$ cat src/rtl/input_port_vc_buffer_if.sv
// Link-side bundle of the input-port VC buffer: upstream flit push, per-VC heads,
// switch pop requests and the credit return path.
interface input_port_vc_buffer_if #(
  parameter int unsigned VC_NUM      = 4,
  parameter int unsigned FLIT_DATA_W = 64,
  parameter int unsigned VC_ID_W     = 3,
  parameter int unsigned ROUTE_W     = 5   // width of io_port_t
);
  logic                                  flit_vld_i;
  logic [VC_ID_W-1:0]                    flit_vc_id_i;
  logic [FLIT_DATA_W-1:0]                flit_data_i;
  logic [ROUTE_W-1:0]                    flit_look_ahead_routing_i;
  logic [VC_NUM-1:0]                     pop_i;
  logic [VC_NUM-1:0]                     head_vld_o;
  logic [VC_NUM-1:0][FLIT_DATA_W-1:0]    head_data_o;
  logic [VC_NUM-1:0][ROUTE_W-1:0]        head_look_ahead_routing_o;
  logic                                  credit_vld_o;
  logic [VC_ID_W-1:0]                    credit_vc_id_o;
  logic                                  err_o;

  modport master (
    output flit_vld_i, flit_vc_id_i, flit_data_i, flit_look_ahead_routing_i, pop_i,
    input  head_vld_o, head_data_o, head_look_ahead_routing_o,
    input  credit_vld_o, credit_vc_id_o, err_o
  );

  modport slave (
    input  flit_vld_i, flit_vc_id_i, flit_data_i, flit_look_ahead_routing_i, pop_i,
    output head_vld_o, head_data_o, head_look_ahead_routing_o,
    output credit_vld_o, credit_vc_id_o, err_o
  );
endinterface

$ cat src/rtl/input_port_vc_buffer.sv
// Router input port: one circular FIFO per virtual channel, registered credit return
// on every accepted pop, and a sticky protocol-error flag.
module input_port_vc_buffer #(
  parameter int unsigned VC_NUM      = 4,
  parameter int unsigned VC_DEPTH    = 4,
  parameter int unsigned FLIT_DATA_W = 64,
  parameter int unsigned VC_ID_W     = 3,
  parameter int unsigned ROUTE_W     = 5
) (
  input logic                   clk,
  input logic                   rst,
  input_port_vc_buffer_if.slave bus
);

  localparam int unsigned PTR_W = $clog2(VC_DEPTH);
  localparam int unsigned CNT_W = $clog2(VC_DEPTH + 1);

  logic [FLIT_DATA_W-1:0] r_data  [VC_NUM][VC_DEPTH];
  logic [ROUTE_W-1:0]     r_route [VC_NUM][VC_DEPTH];
  logic [PTR_W-1:0]       r_rd_ptr [VC_NUM];
  logic [PTR_W-1:0]       r_wr_ptr [VC_NUM];
  logic [CNT_W-1:0]       r_cnt    [VC_NUM];
  logic                   r_credit_vld;
  logic [VC_ID_W-1:0]     r_credit_id;
  logic                   r_err;

  logic [VC_NUM-1:0]      w_pop_sel;
  logic [VC_NUM-1:0]      w_pop_hit;
  logic [VC_NUM-1:0]      w_push_req;
  logic [VC_NUM-1:0]      w_push_hit;
  logic [VC_NUM-1:0]      w_full;
  logic [VC_ID_W-1:0]     w_pop_idx;
  logic                   w_pop_ok;
  logic                   w_pop_multi;
  logic                   w_err;

  always_comb begin
    // Isolate the lowest set pop bit; any extra bits are a protocol error.
    w_pop_sel   = bus.pop_i & (~bus.pop_i + VC_NUM'(1));
    w_pop_multi = (bus.pop_i & (bus.pop_i - VC_NUM'(1))) != '0;
    w_pop_idx   = '0;
    w_err       = 1'b0;
    w_full      = '0;
    w_pop_hit   = '0;
    w_push_req  = '0;
    w_push_hit  = '0;
    for (int v = VC_NUM - 1; v >= 0; v--) begin
      if (bus.pop_i[v]) w_pop_idx = VC_ID_W'(v);
    end
    for (int v = 0; v < VC_NUM; v++) begin
      w_full[v]     = r_cnt[v] == CNT_W'(VC_DEPTH);
      w_pop_hit[v]  = w_pop_sel[v] && (r_cnt[v] != '0);
      w_push_req[v] = bus.flit_vld_i && (bus.flit_vc_id_i == VC_ID_W'(v));
      // A full VC still accepts when the same VC is popped in this cycle.
      w_push_hit[v] = w_push_req[v] && (!w_full[v] || w_pop_hit[v]);
      if (w_push_req[v] && !w_push_hit[v]) w_err = 1'b1;
      if (w_pop_sel[v] && !w_pop_hit[v])   w_err = 1'b1;
    end
    w_pop_ok = |w_pop_hit;
    if (bus.flit_vld_i && (32'(bus.flit_vc_id_i) >= VC_NUM)) w_err = 1'b1;
    if (w_pop_multi) w_err = 1'b1;
  end

  always_ff @(posedge clk) begin
    for (int v = 0; v < VC_NUM; v++) begin
      if (w_push_hit[v]) begin
        r_data[v][r_wr_ptr[v]]  <= bus.flit_data_i;
        r_route[v][r_wr_ptr[v]] <= bus.flit_look_ahead_routing_i;
      end
    end
  end

  always_ff @(posedge clk or posedge rst) begin
    if (rst) begin
      for (int v = 0; v < VC_NUM; v++) begin
        r_rd_ptr[v] <= '0;
        r_wr_ptr[v] <= '0;
        r_cnt[v]    <= '0;
      end
      r_credit_vld <= 1'b0;
      r_credit_id  <= '0;
      r_err        <= 1'b0;
    end else begin
      for (int v = 0; v < VC_NUM; v++) begin
        if (w_push_hit[v]) r_wr_ptr[v] <= r_wr_ptr[v] + PTR_W'(1);
        if (w_pop_hit[v])  r_rd_ptr[v] <= r_rd_ptr[v] + PTR_W'(1);
        if (w_push_hit[v] && !w_pop_hit[v]) begin
          r_cnt[v] <= r_cnt[v] + CNT_W'(1);
        end else if (w_pop_hit[v] && !w_push_hit[v]) begin
          r_cnt[v] <= r_cnt[v] - CNT_W'(1);
        end
      end
      r_credit_vld <= w_pop_ok;
      if (w_pop_ok) r_credit_id <= w_pop_idx;
      if (w_err)    r_err       <= 1'b1;
    end
  end

  always_comb begin
    for (int v = 0; v < VC_NUM; v++) begin
      bus.head_vld_o[v]                = r_cnt[v] != '0;
      bus.head_data_o[v]               = r_data[v][r_rd_ptr[v]];
      bus.head_look_ahead_routing_o[v] = r_route[v][r_rd_ptr[v]];
    end
  end

  assign bus.credit_vld_o   = r_credit_vld;
  assign bus.credit_vc_id_o = r_credit_id;
  assign bus.err_o          = r_err;

endmodule

$ cat src/flat_wrapper.sv
// flat-port wrapper written by rule: the top's interface ports become plain ports
module input_port_vc_buffer_flat 
#(
  parameter int unsigned VC_NUM      = 4,
  parameter int unsigned VC_DEPTH    = 4,
  parameter int unsigned FLIT_DATA_W = 64,
  parameter int unsigned VC_ID_W     = 3,
  parameter int unsigned ROUTE_W     = 5
)
  (clk, rst, bus_flit_vld_i, bus_flit_vc_id_i, bus_flit_data_i, bus_flit_look_ahead_routing_i, bus_pop_i, bus_head_vld_o, bus_head_data_o, bus_head_look_ahead_routing_o, bus_credit_vld_o, bus_credit_vc_id_o, bus_err_o);
  input_port_vc_buffer_if #(.VC_NUM(VC_NUM), .FLIT_DATA_W(FLIT_DATA_W), .VC_ID_W(VC_ID_W), .ROUTE_W(ROUTE_W)) bus_i ();
  input logic clk;
  input logic rst;
  input wire logic [$bits(bus_i.flit_vld_i)-1:0] bus_flit_vld_i;
  input wire logic [$bits(bus_i.flit_vc_id_i)-1:0] bus_flit_vc_id_i;
  input wire logic [$bits(bus_i.flit_data_i)-1:0] bus_flit_data_i;
  input wire logic [$bits(bus_i.flit_look_ahead_routing_i)-1:0] bus_flit_look_ahead_routing_i;
  input wire logic [$bits(bus_i.pop_i)-1:0] bus_pop_i;
  output wire logic [$bits(bus_i.head_vld_o)-1:0] bus_head_vld_o;
  output wire logic [$bits(bus_i.head_data_o)-1:0] bus_head_data_o;
  output wire logic [$bits(bus_i.head_look_ahead_routing_o)-1:0] bus_head_look_ahead_routing_o;
  output wire logic [$bits(bus_i.credit_vld_o)-1:0] bus_credit_vld_o;
  output wire logic [$bits(bus_i.credit_vc_id_o)-1:0] bus_credit_vc_id_o;
  output wire logic [$bits(bus_i.err_o)-1:0] bus_err_o;
  assign bus_i.flit_vld_i = bus_flit_vld_i;
  assign bus_i.flit_vc_id_i = bus_flit_vc_id_i;
  assign bus_i.flit_data_i = bus_flit_data_i;
  assign bus_i.flit_look_ahead_routing_i = bus_flit_look_ahead_routing_i;
  assign bus_i.pop_i = bus_pop_i;
  assign bus_head_vld_o = bus_i.head_vld_o;
  assign bus_head_data_o = bus_i.head_data_o;
  assign bus_head_look_ahead_routing_o = bus_i.head_look_ahead_routing_o;
  assign bus_credit_vld_o = bus_i.credit_vld_o;
  assign bus_credit_vc_id_o = bus_i.credit_vc_id_o;
  assign bus_err_o = bus_i.err_o;
  input_port_vc_buffer #(.VC_NUM(VC_NUM), .VC_DEPTH(VC_DEPTH), .FLIT_DATA_W(FLIT_DATA_W), .VC_ID_W(VC_ID_W), .ROUTE_W(ROUTE_W)) u_core (.clk(clk), .rst(rst), .bus(bus_i));
endmodule
$ cat config.mk
export PLATFORM = sky130hd
export DESIGN_NAME = input_port_vc_buffer_flat
export DESIGN_NICKNAME = d
export VERILOG_FILES = /design/src/rtl/input_port_vc_buffer_if.sv /design/src/rtl/input_port_vc_buffer.sv /design/src/flat_wrapper.sv
export SDC_FILE = /design/constraint.sdc
export NUM_CORES = 1
export LEC_CHECK = 0
export ABC_AREA = 1
export CAP_MARGIN = 15
export CORE_UTILIZATION = 44
export CTS_BUF_LIST = sky130_fd_sc_hd__clkbuf_8 sky130_fd_sc_hd__clkbuf_16
export DETAILED_ROUTE_END_ITERATION = 16
export MAX_ROUTING_LAYER = met4
export PLACE_DENSITY = 0.66
export SETUP_SLACK_MARGIN = 0.15
export SLEW_MARGIN = 20
export SYNTH_ARGS = -nofsm -noshare
export SYNTH_HDL_FRONTEND = slang
export SYNTH_SLANG_ARGS = --single-unit
$ cat constraint.sdc
create_clock -name clk -period 6.3 [get_ports clk]
set_input_delay 1.26 -clock clk [delete_from_list [all_inputs] [get_ports clk]]
set_output_delay 1.26 -clock clk [all_outputs]
set_load 0.005 [all_outputs]
==> out/qor.yml, run 1 <==
sta:
  rsz0062_at_grt: "no"
  fin_crit_sh: 0.7773
  finalCriticalPeriod_ns: 4.897
  setup-violations-final: 0
  fmax_mhz: 204.2
  timing.final.ws_setup_ns: 1.403
  relSlewSlack: 0.2765
  setup_tns_ns: 0
  finClkSkew_ns: 0.02916
  hold_viol: 0
  worstMarginPinSlew_ns: 1.085
  slew_viol_final: 0
detailed_routing:
  drt_iter0_drc: 2624
  first_pass_iters: 6
  vias: 25600
  drc: 0
  vias_per_cell: 5.523
  ant_nets: 0
  wl_per_cell_microns: 23.96
  wirelength_microns: 111000
status:
  outcome: "completed"
grt:
  grt_max_degree: 140
  track_usage: 0.2278
  grtUsageMet3: 0.04545
  grt_pass1_wl_microns: 160000
  busiest_layer: "met2"
  met2_usage: 0.3654
  use_met1: 0.2995
  antenna_found_initial: 4
  grt_overflow: 0
  grt_pass1_vias: 24240
placement:
  place.gp.congestion: 0.7692
  port_buffers: 362
  dp_slack_ns: 1.911
  placed_area_sq_um: 47570
  dp_hpwl_microns: 64920
power_and_ir_drop:
  switching_share: 0.3253
  power_density_nw_per_um2: 458.4
  p_comb_frac: 0.336
  ir_drop_mv: 0.3469
  leakage_nw: 16.60
  seq_power_share: 0.379
  p_int_mw: 15.88
  p_sw_mw: 7.654
  clockPowerShare: 0.284
worst_hold_path:
  hold_class: "register to register"
  min_from: "u_core.bus.credit_vc_id_o[0]"
  min_path_cells: 2
  min_to: "u_core.bus.credit_vc_id_o[0]"
logic_synthesis:
  avgSynthCellArea_sq_um: 14.74
  postSynthCellCount: 2911
  yosysSeqAreaShare: 0.7910
  synth_nets: 3014
  synth-edff-count: 1104
  ys_types: 33
  synthFlopType: "edfxtp_1"
  yosysWarningCount: 0
  synth-async-reset-ratio: 0.02817
  synth_seq_cells: 1136
  synthesis.area_sq_um: 42920
clock_network:
  ctsResizeCount: 0
  cts_buffers: 113
  cts.sinks: 1136
  holdBufCountCts: 0
  cts.reportedPaths.clkPinSlew_ns: 0.06
  cts_tree: "done"
  clockBufferDepth: 3
  clk_latency_ns: 0.69
  cts_setup_buffers: 0
  root_buffer: "clkbuf_16"
  h-tree-depth: 3
worst_setup_path:
  cp.required_ns: 5.04
  start_kind: "register"
  reg2reg_depth: 8
  r2r-end: "u_core.r_cnt[4]"
  cp.arrival_ns: 3.64
  timing.rr.start: "u_core.r_cnt[3]"
  cp-end-kind: "output pin"
  crit_type: "register to output pin"
  crit_fanout: 75
  regToRegSetupSlack_ns: 3.53
floorplan:
  die_area_sq_um: 98800
  initial_core_util: 0.4438
  core-area_sq_um: 96710
  dieHeight_microns: 314.3
  die_width_microns: 314.3
  io_pins: 364
  row_count: 114
layout:
  final_cell_mix: "1104 x edfxtp_1, 575 x nor2_1, 395 x o21ai_0"
  drive_above_1_share: 0.07892
  fin_util: 0.5307
  finalNetCount: 3364
  final_common_cell: "edfxtp_1"
  design_area_sq_um: 51330
  area_growth_pct: 19.58
job:
  maxCapViolCount: 0
## per-stage QoR
stage                     power, mW  instances  hold WS (ns)
after floorplan               12.83       2911        0.4726
after global routing          24.60       4634        0.5385
after CTS                     23.73       4633        0.5049
after global placement        16.96       4421        0.4749
after detailed placement      17.04       4421        0.4903
final                         23.53       4635        0.5003
## state kept, by name (all words and copies together) (netlist names)
signal	cells
u_core.bus.credit_vc_id_o	2
u_core.bus.credit_vld_o	1
u_core.bus.err_o	1
u_core.r_cnt	12
u_core.r_data	1024
u_core.r_rd_ptr	8
u_core.r_route	80
u_core.r_wr_ptr	8
## critical path: stages (launching register included)
cell	delay, ns
dfrtp_4	0.70
inv_4	0.69
buf_4	0.52
nor2_1	0.07
o22ai_1	0.32
clkdlybuf4s50_1	0.57
## worst max-delay path by stage
stage	from	end	slack [ns]	depth (start not counted)
floorplan	bus_pop_i[0]	u_core.r_data[3][0]	1.14	6
global placement	bus_pop_i[0]	u_core.r_data[2][78]	2.00	7
detailed placement	bus_pop_i[0]	u_core.r_data[2][85]	1.91	7
CTS	u_core.r_rd_ptr[6]	bus_head_data_o[44]	1.30	5
global route	u_core.r_rd_ptr[6]	bus_head_data_o[49]	1.15	5
finish	u_core.r_rd_ptr[6]	bus_head_data_o[44]	1.40	5
## cells in the mapped netlist, types with 2 or more instances
library cell  count  area share
edfxtp_1       1104        0.77
nor2_1          591       0.052
o21ai_0         395       0.046
o22ai_1         276       0.040
o21ai_1         165       0.019
clkbuf_1         75      0.0066
buf_6            47       0.012
inv_1            46      0.0040
nand2_1          37      0.0032
dfrtp_1          32       0.019
buf_2            30      0.0035
ha_1             20      0.0058
buf_4            17      0.0030
xor2_1           12      0.0024
a21oi_1          10      0.0012
clkbuf_2          8     0.00093
inv_2             6     0.00052
nor2_2            6     0.00087
fa_1              4      0.0019
inv_4             4     0.00058
mux2_2            4      0.0010
nand3_1           4     0.00047
xnor2_1           4     0.00082
nand2_2           3     0.00044
nor2_4            2     0.00052
nor3_1            2     0.00023
## layout make-up
cell class	count	area (sq um)
clock inverter	92	772.0
sequential	1136	33970
antenna	1	2.502
tap	1276	1597
timing repair buffer	413	4080
multi-input combinational	1541	7725
fill	7860	45380
inverter	56	220.2
clock buffer	120	2958
## layer usage
| layer | up-vias | share of wire |
|---|---|---|
| met5 | - | 0 |
| met2 | 946 | 0.49 |
| met3 | 140 | 0.078 |
| li1 | 11620 | - |
| met1 | 12890 | 0.41 |
| met4 | 0 | 0.020 |
## cells by family after synthesis
logic type	Yosys count	share of synthesized area
other	1	0.00008737
and+or+nand+nor	648	0.05804
AOI/OAI and AO/OA	848	0.1070
DFF	1136	0.7910
xor gates and xnor gates	16	0.003265
buffers and inverters	234	0.03177
adders and majority gates	24	0.007696
muxes	4	0.001049
## power groups by stage
| stage | logic, mW | registers, mW | clock network [mW] |
|---|---|---|---|
| after CTS | 8.01 | 8.93 | 6.79 |
| final | 7.91 | 8.92 | 6.69 |
| after global routing | 8.57 | 8.96 | 7.07 |
| after global placement | 7.89 | 9.07 | 0 |
| after floorplan | 3.94 | 8.89 | 0 |
| after detailed placement | 7.96 | 9.09 | 0 |
Note: power is estimated with default switching activity, not from simulation.
==> run 2: changes to the inputs <==
--- a/config.mk
+++ b/config.mk
@@ -11,7 +11,7 @@
 export CTS_BUF_LIST = sky130_fd_sc_hd__clkbuf_8 sky130_fd_sc_hd__clkbuf_16
 export DETAILED_ROUTE_END_ITERATION = 16
 export MAX_ROUTING_LAYER = met4
-export PLACE_DENSITY = 0.66
+export PLACE_DENSITY = 0.69
 export SETUP_SLACK_MARGIN = 0.15
 export SLEW_MARGIN = 20
 export SYNTH_ARGS = -nofsm -noshare
==> constraint.sdc (replaced) <==
create_clock -name clk -period 4.3 [get_ports clk]
set_input_delay 0.86 -clock clk [delete_from_list [all_inputs] [get_ports clk]]
set_output_delay 0.86 -clock clk [all_outputs]
set_load 0.005 [all_outputs]
==> out/qor.yml, run 2 (same netlist as run 1, synthesis figures left out) <==
sta:
  setup_tns_ns: 0
  worstMarginPinSlew_ns: 0.9881
  slew_viol_final: 0
  hold_viol: 0
  fmax_mhz: 246.3
  finalCriticalPeriod_ns: 4.060
  rsz0062_at_grt: "no"
  setup-violations-final: 0
  finClkSkew_ns: 0.02680
  relSlewSlack: 0.3413
  fin_crit_sh: 0.9442
  hold-worst-slack_ns: 0.5034
detailed_routing:
  drc: 0
  wirelength_microns: 109700
  ant_nets: 0
  vias_per_cell: 5.528
  first_pass_iters: 6
  wl_per_cell_microns: 23.64
  vias: 25640
  drt_iter0_drc: 2786
grt:
  track_usage: 0.2258
  grt_overflow: 0
  grt_pass1_vias: 24470
  grt_max_degree: 140
  antenna_found_initial: 2
  grt_pass1_wl_microns: 159400
floorplan:
  row_count: 114
  die_width_microns: 314.3
  die_area_sq_um: 98800
  core-area_sq_um: 96710
  dieHeight_microns: 314.3
  initial_core_util: 0.4438
  io_pins: 364
placement:
  place.gp.congestion: 0.7812
  port_buffers: 362
  dp_hpwl_microns: 61990
layout:
  diodes: 0
  area_growth_pct: 20.55
  final_common_cell: "edfxtp_1"
  final_cell_mix: "1104 x edfxtp_1, 575 x nor2_1, 395 x o21ai_0"
  drive_above_1_share: 0.08088
  largest_reg_flops: 1024
  finalNetCount: 3376
power_and_ir_drop:
  ir_drop_mv: 0.4356
  power_density_nw_per_um2: 670.8
  leakage_nw: 16.75
clock_network:
  cts.reportedPaths.clkPinSlew_ns: 0.06
  holdBufCountCts: 0
  clk_latency_ns: 0.71
  h-tree-depth: 3
  cts_tree: "done"
  clockBufferDepth: 3
  root_buffer: "clkbuf_16"
  cts_buffers: 113
  cts.sinks: 1136
worst_setup_path:
  crit_fanout: 126
  crit_type: "register to output pin"
  crit_chain: "buf_12 -> o21ai_0 -> o22ai_1 -> clkdlybuf4s50_1"
  cpMaxStageDelayCell: "clkdlybuf4s50_1"
  cp-end-kind: "output pin"
  max_stage_delay_ns: 0.61
  cp.arrival_ns: 3.20
  start_kind: "register"
  cp.required_ns: 3.44
job:
  maxCapViolCount: 0
status:
  outcome: "completed"
worst_hold_path:
  hold_class: "register to register"
==> run 2: area by class of cell <==
type                            instances  area (sq um)
Clock inverter                         91         792.0
Sequential cell                      1136         33970
Fill cell                            7746         44970
Inverter                               56         222.7
Timing Repair Buffer                  425          4572
Multi-Input combinational cell       1541          7731
Clock buffer                          114          2853
Tap cell                             1276          1597
==> run 2: per-layer routing <==
| layer | vias up | wire length [microns] | share of wire | global-route usage |
|---|---|---|---|---|
| li1 | 11640 | - | - | - |
| met1 | 12890 | 46030 | 0.42 | 0.3002 |
| met5 | - | 0 | 0 | - |
| met4 | 0 | 2388 | 0.022 | 0.06308 |
| met3 | 148 | 7833 | 0.071 | 0.03827 |
| met2 | 959 | 53430 | 0.49 | 0.3592 |
==> run 2: path summary, 6_finish.rpt <==
path                                              start                            to  slack, ns  cells past startpoint
max                                  u_core.r_rd_ptr[2]          bus_head_data_o[132]       0.24                      4
min                        u_core.bus.credit_vc_id_o[0]  u_core.bus.credit_vc_id_o[0]       0.50                      2
max reg2reg                             u_core.r_cnt[3]               u_core.r_cnt[4]       1.91                      8
min reg2reg                u_core.bus.credit_vc_id_o[0]  u_core.bus.credit_vc_id_o[0]       0.50                      2
max in group asynchronous                           rst            u_core.r_rd_ptr[4]       3.01                      3
min in group asynchronous                           rst            u_core.r_rd_ptr[2]       0.51                      2
==> run 2: what timing repair did <==
item | 4_1_cts | 5_1_grt
endpoints found under the setup margin | 0 | 3
hold endpoints to repair | 0 | 0
setup buffers | 0 | 1
resized for setup | 0 | 2
==> run 2: power by group <==
part           switching (mW)  internal, mW
registers               0.310          12.6
logic                    6.91          5.21
clock network            4.09          5.57
==> run 2: worst max-delay path, delay by kind of cell, from the launching register on <==
kind | cells | cell delay, ns
flops | 1 | 0.58
buf+inv | 2 | 0.97
compound gates | 2 | 0.61
==> run 2: through the flow <==
step	total power, mW	std cells	setup slack (ns)	instance area [sq um]	util
2_1_floorplan	18.80	2911	-0.4618	42940	-
3_3_place_gp	25.12	4433	0.8655	48070	0.4970
3_5_place_dp	25.26	4433	0.8858	48070	0.4970
4_1_cts	34.90	4638	0.2444	51710	0.5347
5_1_grt	36.28	4639	0.1653	51740	0.5350
6_report	34.71	4639	0.2400	51740	0.5350
